[config.mk]
export PLATFORM = sky130hd
export DESIGN_NAME = psum_scratch_arbiter_flat
export DESIGN_NICKNAME = d
export VERILOG_FILES = /design/src/rtl/psum_arb_pkg.sv /design/src/rtl/psum_scratch_arbiter_if.sv /design/src/rtl/psum_valid_table.sv /design/src/rtl/psum_scratch_arbiter.sv /design/src/flat_wrapper.sv
export SDC_FILE = /design/constraint.sdc
export NUM_CORES = 1
export LEC_CHECK = 0
export BUFFER_PORTS_ARGS = -buffer_cell sky130_fd_sc_hd__buf_2
export CAP_MARGIN = 5
export CORE_ASPECT_RATIO = 0.8
export CORE_MARGIN = 4
export CORE_UTILIZATION = 48
export DETAILED_ROUTE_END_ITERATION = 10
export PLACE_DENSITY_LB_ADDON = 0.12
export REMOVE_ABC_BUFFERS = 1
export SLEW_MARGIN = 20
export SYNTH_ARGS = -nofsm -noshare
export SYNTH_HDL_FRONTEND = slang
export SYNTH_SLANG_ARGS = --single-unit
[constraint.sdc]
create_clock -name clk -period 2.3 [get_ports clk]
set_clock_uncertainty 0.1 [all_clocks]
set_input_delay 0 -clock clk [delete_from_list [all_inputs] [get_ports clk]]
set_output_delay 0 -clock clk [all_outputs]
set_load 0.005 [all_outputs]
[src/rtl/psum_arb_pkg.sv]
// Shared definitions for the psum scratchpad arbiter: FSM encodings,
// requester identifiers and an address range helper.
// No ports; imported by the arbiter top and the valid table.
package psum_arb_pkg;

  // Arbiter FSM states. The encodings are fixed so debug views of the state
  // register stay stable.
  typedef enum logic [1:0] {
    IDLE   = 2'd0,
    ACC_WR = 2'd1,
    DRN_RD = 2'd2
  } arb_state_e;

  // Requester identifiers, used when reporting or tracing grants.
  typedef enum logic [1:0] {
    REQ_MAC = 2'd0,
    REQ_ADD = 2'd1,
    REQ_DRN = 2'd2
  } req_id_e;

  // True when addr names a real scratchpad entry. The address field can be
  // wider than the table when the depth is not a power of two.
  function automatic logic addr_in_range(input int unsigned addr,
                                         input int unsigned depth);
    return addr < depth;
  endfunction

endpackage

[src/rtl/psum_scratch_arbiter_if.sv]
// Request, drain-output and scratchpad-port bundle for psum_scratch_arbiter.
// slave: arbiter side (takes requests and read data, drives readys, output and sp port).
// master: environment side (requesters, drain consumer, scratchpad).
interface psum_scratch_arbiter_if #(
  parameter int SCRATCH_WIDTH = 16,
  parameter int ADDR_LEN      = 4
);
  // MAC writeback accumulate
  logic                     mac_valid;
  logic [ADDR_LEN-1:0]      mac_addr;
  logic [SCRATCH_WIDTH-1:0] mac_data;
  logic                     mac_ready;
  // External "just add" accumulate
  logic                     add_valid;
  logic [ADDR_LEN-1:0]      add_addr;
  logic [SCRATCH_WIDTH-1:0] add_data;
  logic                     add_ready;
  // Drain request and drained value
  logic                     drn_valid;
  logic [ADDR_LEN-1:0]      drn_addr;
  logic                     drn_ready;
  logic [SCRATCH_WIDTH-1:0] out_data;
  logic                     out_valid;
  // Single-port scratchpad
  logic [ADDR_LEN-1:0]      sp_addr;
  logic                     sp_wen;
  logic [SCRATCH_WIDTH-1:0] sp_wdata;
  logic [SCRATCH_WIDTH-1:0] sp_rdata;

  modport slave (
    input  mac_valid, mac_addr, mac_data,
    input  add_valid, add_addr, add_data,
    input  drn_valid, drn_addr,
    input  sp_rdata,
    output mac_ready, add_ready, drn_ready,
    output out_data, out_valid,
    output sp_addr, sp_wen, sp_wdata
  );

  modport master (
    output mac_valid, mac_addr, mac_data,
    output add_valid, add_addr, add_data,
    output drn_valid, drn_addr,
    output sp_rdata,
    input  mac_ready, add_ready, drn_ready,
    input  out_data, out_valid,
    input  sp_addr, sp_wen, sp_wdata
  );

endinterface

[src/rtl/psum_valid_table.sv]
// Per-entry valid bits for the psum scratchpad; rd_bit is a combinational read.
// Ports: clk/rst; set_en/set_addr, clr_en/clr_addr, clear_all (wins over both);
// rd_addr -> rd_bit. Out-of-range addresses never set and always read 0.
module psum_valid_table
  import psum_arb_pkg::*;
#(
  parameter int SCRATCH_DEPTH = 16,
  parameter int ADDR_LEN      = 4
) (
  input  logic                clk,
  input  logic                rst,
  input  logic                set_en,
  input  logic [ADDR_LEN-1:0] set_addr,
  input  logic                clr_en,
  input  logic [ADDR_LEN-1:0] clr_addr,
  input  logic                clear_all,
  input  logic [ADDR_LEN-1:0] rd_addr,
  output logic                rd_bit
);

  logic [SCRATCH_DEPTH-1:0] valid_q, valid_d;

  always_comb begin
    valid_d = valid_q;
    if (clear_all) begin
      valid_d = '0;
    end else begin
      if (set_en && addr_in_range(32'(set_addr), SCRATCH_DEPTH)) begin
        valid_d[set_addr] = 1'b1;
      end
      if (clr_en && addr_in_range(32'(clr_addr), SCRATCH_DEPTH)) begin
        valid_d[clr_addr] = 1'b0;
      end
    end
  end

  always_ff @(posedge clk or posedge rst) begin
    if (rst) begin
      valid_q <= '0;
    end else begin
      valid_q <= valid_d;
    end
  end

  assign rd_bit = addr_in_range(32'(rd_addr), SCRATCH_DEPTH) ? valid_q[rd_addr] : 1'b0;

endmodule

[src/rtl/psum_scratch_arbiter.sv]
// Arbitrates the single-port psum scratchpad between MAC writeback, the external
// accumulate path and the drain. Ports: clk, rst, clear, busy, plus the bus
// bundle (requests/readys, drained output, scratchpad port). One op per 2 cycles.
module psum_scratch_arbiter
  import psum_arb_pkg::*;
#(
  parameter int SCRATCH_DEPTH = 16,
  parameter int SCRATCH_WIDTH = 16,
  parameter int ADDR_LEN      = 4   // must equal $clog2(SCRATCH_DEPTH)
) (
  input  logic                   clk,
  input  logic                   rst,
  input  logic                   clear,
  psum_scratch_arbiter_if.slave  bus,
  output logic                   busy
);

  arb_state_e               state_q, state_d;
  logic [ADDR_LEN-1:0]      addr_q, addr_d;
  logic [SCRATCH_WIDTH-1:0] data_q, data_d;
  // 0: MAC wins a MAC/ADD tie, 1: ADD wins
  logic                     rr_add_q, rr_add_d;
  logic [SCRATCH_WIDTH-1:0] out_data_q;

  logic                     mac_rdy, add_rdy, drn_rdy;
  logic [ADDR_LEN-1:0]      sp_addr;
  logic                     sp_wen;
  logic [SCRATCH_WIDTH-1:0] sp_wdata;
  logic                     out_vld;
  logic [SCRATCH_WIDTH-1:0] drn_val;
  logic                     set_en, clr_en, vbit;

  psum_valid_table #(
    .SCRATCH_DEPTH (SCRATCH_DEPTH),
    .ADDR_LEN      (ADDR_LEN)
  ) u_valid (
    .clk       (clk),
    .rst       (rst),
    .set_en    (set_en),
    .set_addr  (addr_q),
    .clr_en    (clr_en),
    .clr_addr  (addr_q),
    .clear_all (clear),
    .rd_addr   (addr_q),
    .rd_bit    (vbit)
  );

  always_comb begin
    state_d  = state_q;
    addr_d   = addr_q;
    data_d   = data_q;
    rr_add_d = rr_add_q;
    mac_rdy  = 1'b0;
    add_rdy  = 1'b0;
    drn_rdy  = 1'b0;
    sp_addr  = '0;
    sp_wen   = 1'b0;
    sp_wdata = '0;
    out_vld  = 1'b0;
    drn_val  = '0;
    set_en   = 1'b0;
    clr_en   = 1'b0;

    unique case (state_q)
      IDLE: begin
        // The grant path is combinational from the request inputs, so it is
        // gated by rst as well to keep every output low while reset is held.
        if (!rst && !clear) begin
          if (bus.drn_valid) begin
            drn_rdy = 1'b1;
            sp_addr = bus.drn_addr;
            addr_d  = bus.drn_addr;
            state_d = DRN_RD;
          end else if (bus.mac_valid && (!bus.add_valid || !rr_add_q)) begin
            mac_rdy  = 1'b1;
            sp_addr  = bus.mac_addr;
            addr_d   = bus.mac_addr;
            data_d   = bus.mac_data;
            rr_add_d = 1'b1;
            state_d  = ACC_WR;
          end else if (bus.add_valid) begin
            add_rdy  = 1'b1;
            sp_addr  = bus.add_addr;
            addr_d   = bus.add_addr;
            data_d   = bus.add_data;
            rr_add_d = 1'b0;
            state_d  = ACC_WR;
          end
        end
      end
      ACC_WR: begin
        // Read data for addr_q arrives this cycle; an invalid entry is treated
        // as zero so stale memory contents never leak into the sum.
        sp_addr  = addr_q;
        sp_wen   = 1'b1;
        sp_wdata = vbit ? (bus.sp_rdata + data_q) : data_q;
        set_en   = 1'b1;   // overridden by clear inside the valid table
        state_d  = IDLE;
      end
      DRN_RD: begin
        sp_addr = addr_q;
        drn_val = vbit ? bus.sp_rdata : '0;
        out_vld = !clear;
        clr_en  = 1'b1;
        state_d = IDLE;
      end
      default: begin
        state_d = IDLE;
      end
    endcase
  end

  always_ff @(posedge clk or posedge rst) begin
    if (rst) begin
      state_q    <= IDLE;
      addr_q     <= '0;
      data_q     <= '0;
      rr_add_q   <= 1'b0;
      out_data_q <= '0;
    end else begin
      state_q  <= state_d;
      addr_q   <= addr_d;
      data_q   <= data_d;
      rr_add_q <= rr_add_d;
      if (out_vld) begin
        out_data_q <= drn_val;
      end
    end
  end

  assign bus.mac_ready = mac_rdy;
  assign bus.add_ready = add_rdy;
  assign bus.drn_ready = drn_rdy;
  assign bus.sp_addr   = sp_addr;
  assign bus.sp_wen    = sp_wen;
  assign bus.sp_wdata  = sp_wdata;
  assign bus.out_valid = out_vld;
  // Drained value shows in its own cycle, then holds until the next drain.
  assign bus.out_data  = out_vld ? drn_val : out_data_q;
  assign busy          = (state_q != IDLE);

endmodule

[src/flat_wrapper.sv]
// flat-port wrapper written by rule: the top's interface ports become plain ports
module psum_scratch_arbiter_flat import psum_arb_pkg::*;
#(
  parameter int SCRATCH_DEPTH = 16,
  parameter int SCRATCH_WIDTH = 16,
  parameter int ADDR_LEN      = 4                                      
)
  (clk, rst, clear, busy, bus_mac_valid, bus_mac_addr, bus_mac_data, bus_add_valid, bus_add_addr, bus_add_data, bus_drn_valid, bus_drn_addr, bus_sp_rdata, bus_mac_ready, bus_add_ready, bus_drn_ready, bus_out_data, bus_out_valid, bus_sp_addr, bus_sp_wen, bus_sp_wdata);
  psum_scratch_arbiter_if #(.SCRATCH_WIDTH(SCRATCH_WIDTH), .ADDR_LEN(ADDR_LEN)) bus_i ();
  input  logic clk;
  input  logic rst;
  input  logic clear;
  output logic busy;
  input wire logic [$bits(bus_i.mac_valid)-1:0] bus_mac_valid;
  input wire logic [$bits(bus_i.mac_addr)-1:0] bus_mac_addr;
  input wire logic [$bits(bus_i.mac_data)-1:0] bus_mac_data;
  input wire logic [$bits(bus_i.add_valid)-1:0] bus_add_valid;
  input wire logic [$bits(bus_i.add_addr)-1:0] bus_add_addr;
  input wire logic [$bits(bus_i.add_data)-1:0] bus_add_data;
  input wire logic [$bits(bus_i.drn_valid)-1:0] bus_drn_valid;
  input wire logic [$bits(bus_i.drn_addr)-1:0] bus_drn_addr;
  input wire logic [$bits(bus_i.sp_rdata)-1:0] bus_sp_rdata;
  output wire logic [$bits(bus_i.mac_ready)-1:0] bus_mac_ready;
  output wire logic [$bits(bus_i.add_ready)-1:0] bus_add_ready;
  output wire logic [$bits(bus_i.drn_ready)-1:0] bus_drn_ready;
  output wire logic [$bits(bus_i.out_data)-1:0] bus_out_data;
  output wire logic [$bits(bus_i.out_valid)-1:0] bus_out_valid;
  output wire logic [$bits(bus_i.sp_addr)-1:0] bus_sp_addr;
  output wire logic [$bits(bus_i.sp_wen)-1:0] bus_sp_wen;
  output wire logic [$bits(bus_i.sp_wdata)-1:0] bus_sp_wdata;
  assign bus_i.mac_valid = bus_mac_valid;
  assign bus_i.mac_addr = bus_mac_addr;
  assign bus_i.mac_data = bus_mac_data;
  assign bus_i.add_valid = bus_add_valid;
  assign bus_i.add_addr = bus_add_addr;
  assign bus_i.add_data = bus_add_data;
  assign bus_i.drn_valid = bus_drn_valid;
  assign bus_i.drn_addr = bus_drn_addr;
  assign bus_i.sp_rdata = bus_sp_rdata;
  assign bus_mac_ready = bus_i.mac_ready;
  assign bus_add_ready = bus_i.add_ready;
  assign bus_drn_ready = bus_i.drn_ready;
  assign bus_out_data = bus_i.out_data;
  assign bus_out_valid = bus_i.out_valid;
  assign bus_sp_addr = bus_i.sp_addr;
  assign bus_sp_wen = bus_i.sp_wen;
  assign bus_sp_wdata = bus_i.sp_wdata;
  psum_scratch_arbiter #(.SCRATCH_DEPTH(SCRATCH_DEPTH), .SCRATCH_WIDTH(SCRATCH_WIDTH), .ADDR_LEN(ADDR_LEN)) u_core (.clk(clk), .rst(rst), .clear(clear), .bus(bus_i), .busy(busy));
endmodule
Yosys cells after proc, flatten, opt, wreduce, memory -nomap -nowiden
Index checks and enable logic that the tools add are counted.
{ "totals": {"latch_bits": 0, "regBits": 55, "in_bits": 66, "ramBits": 0, "output_inout_bits": 42, "n_memories": 0, "mem_bits_ro": 0, "elab_cells": 78} }
{ "op_classes": {"n_eq_ne": 4, "mux": 45, "bitwise": 4, "n_mul": 0, "addsub": 1, "n_lt_le_gt_ge": 2, "shifts": 0, "reduce_logical": 16, "n_div": 0} }
{ "ops": {"columns": ["operator", "n"], "rows": [
  ["2-to-1 mux 16 bit", 11],
  ["2-to-1 mux 4 bit", 7],
  ["2-to-1 mux 1 bit", 19],
  ["adder 16 bit", 1],
  ["AND 16 bit", 1],
  ["inverter 16 bit", 1],
  ["bitwise OR 16 bit", 1],
  ["2-to-1 mux 2 bit", 5],
  ["case mux 4 bit (2 select lines)", 1],
  ["< comparator 4 x 5 -> 1 bit (second input constant)", 1],
  ["binary-select mux 1 bit (select 4 bit)", 1],
  ["demux 1 bit (select 4 bit)", 1],
  [">= comparator 4 x 1 -> 1 bit (second input constant)", 1],
  ["logical NOT 1 bit", 4],
  ["inequality test 4 x 3 -> 1 bit (second input constant)", 1],
  ["AND reduction 4 bit", 1],
  ["nonzero test 2 bit", 2],
  ["logical AND 1 bit", 3],
  ["AND reduction 3 bit", 1],
  ["nonzero test 3 bit", 1],
  ["== test 2 x 1 -> 1 bit (second input constant)", 1],
  ["== test 2 bit (second input constant)", 1],
  ["logical NOT 2 bit", 1],
  ["inequality test 2 x 1 -> 1 bit (second input constant)", 1],
  ["4 further kinds", 4]
]} }

Logic depth before layout (Yosys ltp)
Gate-level depths: netlist of run 1.
{ "depth": {"ltp_word": 10, "ltp_mapped": 9, "depth_no_buf": 8} }

Cells and area by module
Synthesis of run 1 repeated with hierarchy kept, for this count alone.
{ "unflattened": {"cells_unflattened": 428, "hier_area_um2": 3718.6} }
{ "modules_own_cells": {"columns": ["module", "cells_each", "area_each_um2", "n_inst"], "rows": [
  ["psum_scratch_arbiter", 350, 2845.2, 1],
  ["psum_valid_table", 78, 873.3, 1]
]} }

Worst setup path before layout of run 1
No wires, ideal clock.
{ "synth_timing": {"kind": "register to output", "start": "register u_core.data_q[0]", "end": "output bus_sp_wdata[12]", "arrival_time_ns": 2.291, "stages_incl_launch_ff": 9, "slack_ns": -0.091, "path_cell_list": "dfrtp_1 -> ha_1 -> fa_1 -> a211oi_1 -> o211ai_1 -> a221oi_1 -> o31ai_1 -> xor2_1 -> o211a_1"} }
{ "synth_between": {"elab_chain_cells": 3} }
{ "synth_lines": {"columns": ["item", "line", "rtl"], "rows": [
  ["start: declaration", "psum_scratch_arbiter.sv:20", "logic [SCRATCH_WIDTH-1:0] data_q, data_d;"],
  ["start signal: assignment", "psum_scratch_arbiter.sv:123", "data_q <= data_d;"],
  ["adder 16 bit", "psum_scratch_arbiter.sv:96", "sp_wdata = vbit ? (bus.sp_rdata + data_q) : data_q;"],
  ["2-to-1 mux 16 bit", "psum_scratch_arbiter.sv:96", null],
  ["2-to-1 mux 16 bit", "psum_scratch_arbiter.sv:64", "unique case (state_q)"],
  ["end: declaration", "flat_wrapper.sv:30", "output wire logic [$bits(bus_i.sp_wdata)-1:0] bus_sp_wdata;"]
]} }
Every way passes these cells.

Worst setup path in the final report of run 1
{ "layout_timing": {"start": "register u_core.data_q[0]", "end": "output bus_sp_wdata[10]"} }
The elaborated chain is that of the path after synthesis.

==> results of run 1 <==
## per-stage QoR
stage / setup TNS, ns / cells
5_1_grt: -16.08 / 776
6_report: -12.96 / 776
4_1_cts: -8.87 / 769
2_1_floorplan: -25.92 / 412
3_5_place_dp: -3.92 / 674
3_3_place_gp: -3.11 / 674
## final cells by class
cell class,instances,area (µm²)
Timing Repair Buffer,251,2030
Inverter,11,43.8
Fill cell,441,1200
Sequential cell,55,1380
Multi-Input combinational cell,346,2620
Tap cell,105,131
Clock inverter,3,25.0
Clock buffer,5,68.8
## cell families (layout without fill, tap and decap cells)
family | after synthesis | count (layout) | share of synthesized area (%)
AOI/OAI and AO/OA | 141 | 141 | 23.8
xor gates and xnor gates | 5 | 5 | 1.17
adders and majority gates | 20 | 20 | 6.89
buffers and inverters | 37 | 270 | 4.51
DFF | 55 | 55 | 36.8
muxes | 24 | 24 | 7.86
and+or+nand+nor | 156 | 156 | 18.9
## worst reg2reg max path, delay by kind of cell, from the launching register on
family	cells	cell delay, ns
AO/OA/AOI/OAI	3	0.66
buffers and inverters	5	0.64
multiplexers	1	0.51
flip-flops	1	0.44
## report_power, final
part	switching [mW]	internal (mW)
Clock	0.375	0.220
Combinational	2.02	1.89
Sequential	0.271	1.20
Total	2.67	3.32
## what timing repair did
action | 4_1_cts | 5_1_grt
setup endpoints to repair | 50 | 54
setup buffers | 26 | 15
resized for setup | 96 | 65
pin swaps | 35 | 18
gates cloned | 4 | 0
endpoints found under the hold margin | 59 | 0
hold buffers | 57 | 0
## layer usage
metal,track usage (%),part of all wire [%],wire [µm]
met1,39.3,41,6150
met2,49.1,48,7240
met3,5.34,7.5,1130
met4,8.59,3.0,449
met5,0,0,0
## worst paths after layout
check | to | slack (ns) | cells past startpoint
max | bus_sp_wdata[10] | -0.58 | 10
max in group asynchronous | u_core.addr_q[0] | 1.29 | 4
min in group asynchronous | u_core.out_data_q[2] | 0.22 | 3
min reg2reg | u_core.out_data_q[9] | 0.38 | 2
min | u_core.u_valid.valid_q[8] | 0.04 | 2
max reg2reg | u_core.out_data_q[1] | -0.15 | 9
## registers in the layout (all words and copies together), names as in the netlist
signal / cells
u_core.data_q: 16
u_core.out_data_q: 16
u_core.u_valid.valid_q: 16
u_core.addr_q: 4
u_core.state_q: 2
u_core.rr_add_q: 1
## layout by cell type (no fill, tap or decap), types with 8 or more instances in the layout
master / synthesis / layout
mux2i_1: 17 / 17
nand2_1: 75 / 65
a21oi_1: 50 / 47
dfrtp_1: 55 / 54
a211oi_1: 21 / 18
o21ai_0: 30 / 8
inv_1: 10 / 8
ha_1: 19 / 15
buf_4: 1 / 45
buf_6: 3 / 30
nand2_2: 0 / 8
o21ai_4: 0 / 14
buf_2: 3 / 106
dlygate4sd3_1: 0 / 57
nor2_1: 34 / 32
==> results.ini, run 1 <==
[routing]
totalWireLength_um = 15000
vias = 4506
wire_per_inst_um = 19.3
route.detailed.drc = 0
drt_pass1_iterations = 5
ant_nets = 0
drt_iter0_markers = 226
viasPerCell = 5.81

[run_status]
status = complete, but fails checks
violations = negative setup slack

[critical_path]
path_delay_family = compound AO/OA/AOI/OAI gates
cp-end-kind = output port
cp-start-kind = flop
crit_path_frequent_cell = buf_4
crit_arrival_ns = 2.78
crit_path_max_incr_delay_ns = 0.43
critPathBufInv = 3
crit_type = flop to output port
cp_max_fo = 2
crit_start = u_core.data_q[0]
worstPathCellList = ha_2 -> fa_2 -> a211oi_4 -> o211ai_1 -> a221oi_2 -> buf_4 -> buf_4 -> nor3_1 -> o311a_1 -> buf_2
slowest_stage = dfrtp_1
r2r-start = u_core.addr_q[0]
critical_path_required_ns = 2.20

[timing]
hold_violations = 0
timing.hold.ws_ns = 0.0417
grt_setup_unrepaired = yes
setup_ws_ns = -0.575
timing.fmax_mhz = 348
tightestPinTransition_ns = 0.907
setup_viol = 46
slew_violations = 0
slew_headroom_pct = 38.7
fin_crit_sh_pct = 125
post-route-min-period_ns = 2.88

[power_and_ir_drop]
peakVddDrop_mv = 0.512
finalPower_mw = 5.99
power_density_nw_per_um2 = 951
leakage_nw = 2.91

[yosys]
synth_top_area_share_pct = 36.8
synthTopCellsByArea = dfrtp_1 37%, nand2_1 7.5%, a21oi_1 6.7%
synth.distinct_cells = 56
synth_async_sr_flop_share_pct = 100
ys_warn_count = 0
synthFlopType = dfrtp_1
syn_inst = 438
synth_area_um2 = 3740
synth-seq-cells = 55
synth.most_common_cell = nand2_1
synth_area_leader_cell = dfrtp_1
synth_edf_count = 0
ys_seq_area_share_pct = 36.8
synth_top_cells_by_count = 75 x nand2_1, 55 x dfrtp_1, 50 x a21oi_1
avgSynthCellArea_um2 = 8.54

[cts]
cts_tree = built
cts_sinks = 55
cts_buffers = 5
clkLatencyLatePin_ns = 0.32
h-tree-depth = 2
ctsRootBufferMaster = clkbuf_8
cts.clk_slew.worst_paths_ns = 0.11
clockBufferDepth = 2

[placed_design]
placed_cell_area_um2 = 4720
dp_slack_ns = -0.449
finalWeightedCongestion = 0.868
port_buffers = 107
dp_hpwl_um = 8260

[global_route]
grt-ovfl-total = 0
grt_pass1_vias = 4445
antenna_found_initial = 0
grt_pass1_wl_um = 21800
grt_max_degree = 33
grt.total_usage_pct = 29.4

[floorplanning]
rows = 28
coreArea_um2 = 7500
pin_count = 108
initial_core_util_pct = 49.9
die_h_um = 87.0
dieArea_um2 = 9280
die_w_um = 107

[min_path]
min_from = clear
hold_class = primary input to flop

[finish]
post-route-cell-area_um2 = 6300
drive_above_1_share_pct = 41.1
syn2layout_area_growth_pct = 68.3
antennaDiodeCount = 0
final_core_util_pct = 84.0
final_nets = 756

[job]
drv_cap = 0

(Power assumes the default switching activity.)
==> inputs of run 2 (changes only) <==
--- a/config.mk
+++ b/config.mk
@@ -7,7 +7,7 @@
 export LEC_CHECK = 0
 export BUFFER_PORTS_ARGS = -buffer_cell sky130_fd_sc_hd__buf_2
 export CAP_MARGIN = 5
-export CORE_ASPECT_RATIO = 0.8
+export CORE_ASPECT_RATIO = 1.5
 export CORE_MARGIN = 4
 export CORE_UTILIZATION = 48
 export DETAILED_ROUTE_END_ITERATION = 10
==> results.ini, run 2 (synthesized netlist as in run 1, its figures left out) <==
[run_status]
status = complete, but fails checks
violations = negative setup slack

[global_route]
grt_pass1_wl_um = 20800  ; -4.5%
antenna_found_initial = 0  ; unchanged
grt_pass1_vias = 4365  ; -1.8%
grt_max_degree = 34  ; +3.0%
grt.total_usage_pct = 28.4  ; -0.97 points
grt-ovfl-total = 0  ; unchanged

[timing]
grt_setup_unrepaired = yes
setup_viol = 36  ; -22%
setup_ws_ns = -0.447  ; +0.128 ns
slew_violations = 0  ; unchanged
slew_headroom_pct = 49.9  ; +11 points
setup_tns_ns = -9.43  ; +3.53 ns
tightestPinTransition_ns = 0.743  ; -0.165 ns
hold_violations = 0  ; unchanged
timing.fmax_mhz = 364  ; +4.6%
post-route-min-period_ns = 2.75  ; -0.128 ns
fin_crit_sh_pct = 119  ; -5.5 points

[critical_path]
critical_path_required_ns = 2.20  ; about the same
crit_type = flop to output port
worstPathCellList = ha_2 -> fa_2 -> a211oi_2 -> o211ai_1 -> a221oi_2 -> buf_4 -> o31ai_2 -> xor2_1 -> o211a_1 -> buf_2
cp-start-kind = flop
r2r_slack_ns = -0.09  ; +0.06 ns
path_delay_family = compound AO/OA/AOI/OAI gates
cp-end-kind = output port
critPathBufInv = 2  ; -1
crit_arrival_ns = 2.65  ; -0.13 ns
cp_max_fo = 3  ; +1
crit_path_max_incr_delay_ns = 0.40  ; -0.03 ns
slowest_stage = dfrtp_1

[cts]
cts_sinks = 55  ; unchanged
ctsRootBufferMaster = clkbuf_16
cts.clk_slew.worst_paths_ns = 0.08  ; -0.03 ns
cts_buffers = 5  ; unchanged
clockBufferDepth = 2  ; unchanged
clkLatencyLatePin_ns = 0.30  ; -0.02 ns
h-tree-depth = 2  ; unchanged
cts_tree = built

[power_and_ir_drop]
power_density_nw_per_um2 = 999  ; +5.1%
internal_power_mw = 3.57  ; +7.6%
swShare_pct = 41.3  ; -3.3 points
comb_power_share_pct = 59.6  ; -5.8 points
finalPower_mw = 6.08  ; +1.5%
clockPowerShare_pct = 16.4  ; +6.5 points
power.switching_mw = 2.51  ; -6.1%
leakage_nw = 2.86  ; -1.6%
peakVddDrop_mv = 0.589  ; +15%
pwr-share-seq_pct = 23.9  ; -0.7 points

[floorplanning]
rows = 39  ; +39%
dieArea_um2 = 9300  ; +0.22%
initial_core_util_pct = 49.1  ; -0.75 points
die_w_um = 80.1  ; -25%
pin_count = 108  ; unchanged
die_h_um = 116  ; +34%
coreArea_um2 = 7610  ; +1.5%

[placed_design]
dp_hpwl_um = 8350  ; +1.1%
port_buffers = 107  ; unchanged
placed_cell_area_um2 = 4680  ; -0.82%
dp_slack_ns = -0.344  ; +0.104 ns
finalWeightedCongestion = 0.962  ; +11%

[finish]
final_cell_mix = 107 x buf_2, 65 x nand2_1, 58 x dlygate4sd3_1
antennaDiodeCount = 0  ; unchanged
final_core_util_pct = 79.9  ; -4.1 points
syn2layout_area_growth_pct = 62.5
final_nets = 739  ; -2.2%
post-route-cell-area_um2 = 6080  ; -3.4%
final_common_cell = buf_2
top_regs = u_core.data_q x16, u_core.out_data_q x16, u_core.u_valid.valid_q x16
drive_above_1_share_pct = 38.2  ; -2.9 points

[min_path]
hold_class = primary input to flop

[routing]
drt_pass1_iterations = 7  ; +2
vias = 4338  ; -3.7%
totalWireLength_um = 13600  ; -9.2%
ant_nets = 0  ; unchanged
route.detailed.drc = 0  ; unchanged
drt_iter0_markers = 413  ; +83%
wire_per_inst_um = 18.0  ; -6.8%
viasPerCell = 5.74  ; -1.2%

[job]
drv_cap = 0  ; unchanged

## run 2: cell type report
| type | instances | area, µm² |
|---|---|---|
| inverter | 11 | 43.8 |
| sequential | 55 | 1380 |
| clock inverter | 2 | 60.1 |
| fill | 486 | 1530 |
| tap | 102 | 128 |
| multi-input combinational | 346 | 2530 |
| clock buffer | 6 | 129 |
| timing repair buffer | 234 | 1820 |
## run 2: what timing repair did
action	in CTS	in global routing
hold endpoints to repair	59	1
pin swaps	36	20
resized for setup	77	46
hold buffers	57	1
endpoints found under the setup margin	37	39
setup buffers	11	13
gates cloned	2	0
## run 2: final timing paths
| path | startpoint | end | depth (start not counted) |
|---|---|---|---|
| min in group asynchronous | rst | u_core.out_data_q[0] | 3 |
| min reg2reg | u_core.out_data_q[15] | u_core.out_data_q[15] | 2 |
| max in group asynchronous | rst | u_core.data_q[15] | 4 |
| max | u_core.data_q[0] | bus_sp_wdata[12] | 10 |
| max reg2reg | u_core.addr_q[0] | u_core.out_data_q[3] | 9 |
| min | bus_mac_valid | u_core.state_q[0] | 3 |
## run 2: power groups by stage
stage / logic [mW] / registers, mW / clock network, mW
after floorplan: 1.66 / 1.41 / 0
after global placement: 2.76 / 1.43 / 0
after detailed placement: 2.81 / 1.45 / 0
after CTS: 3.27 / 1.43 / 0.992
after global routing: 3.93 / 1.49 / 1.03
final: 3.62 / 1.46 / 0.998
## run 2: worst reg2reg max path, stage by stage (launching register included)
cell	delay, ns
dfrtp_2	0.44
mux4_2	0.51
a22o_1	0.28
a221oi_4	0.23
buf_12	0.17
buf_12	0.12
buf_8	0.13
buf_6	0.12
o21ai_2	0.06
buf_4	0.13
## run 2: routing by layer
layer / track usage (%) / vias up / wire, µm
li1: - / 2007 / -
met4: 12.0 / 0 / 535
met5: 0 / - / 0
met3: 3.63 / 57 / 814
met1: 32.0 / 2066 / 4820
met2: 53.1 / 208 / 7420
## run 2: metrics by stage
stage	hold slack, ns	cells
floorplan	-0.0332	412
global placement	0.0108	668
detailed placement	0.00133	668
CTS	0.000704	745
global route	0.0351	756
finish	0.0146	756
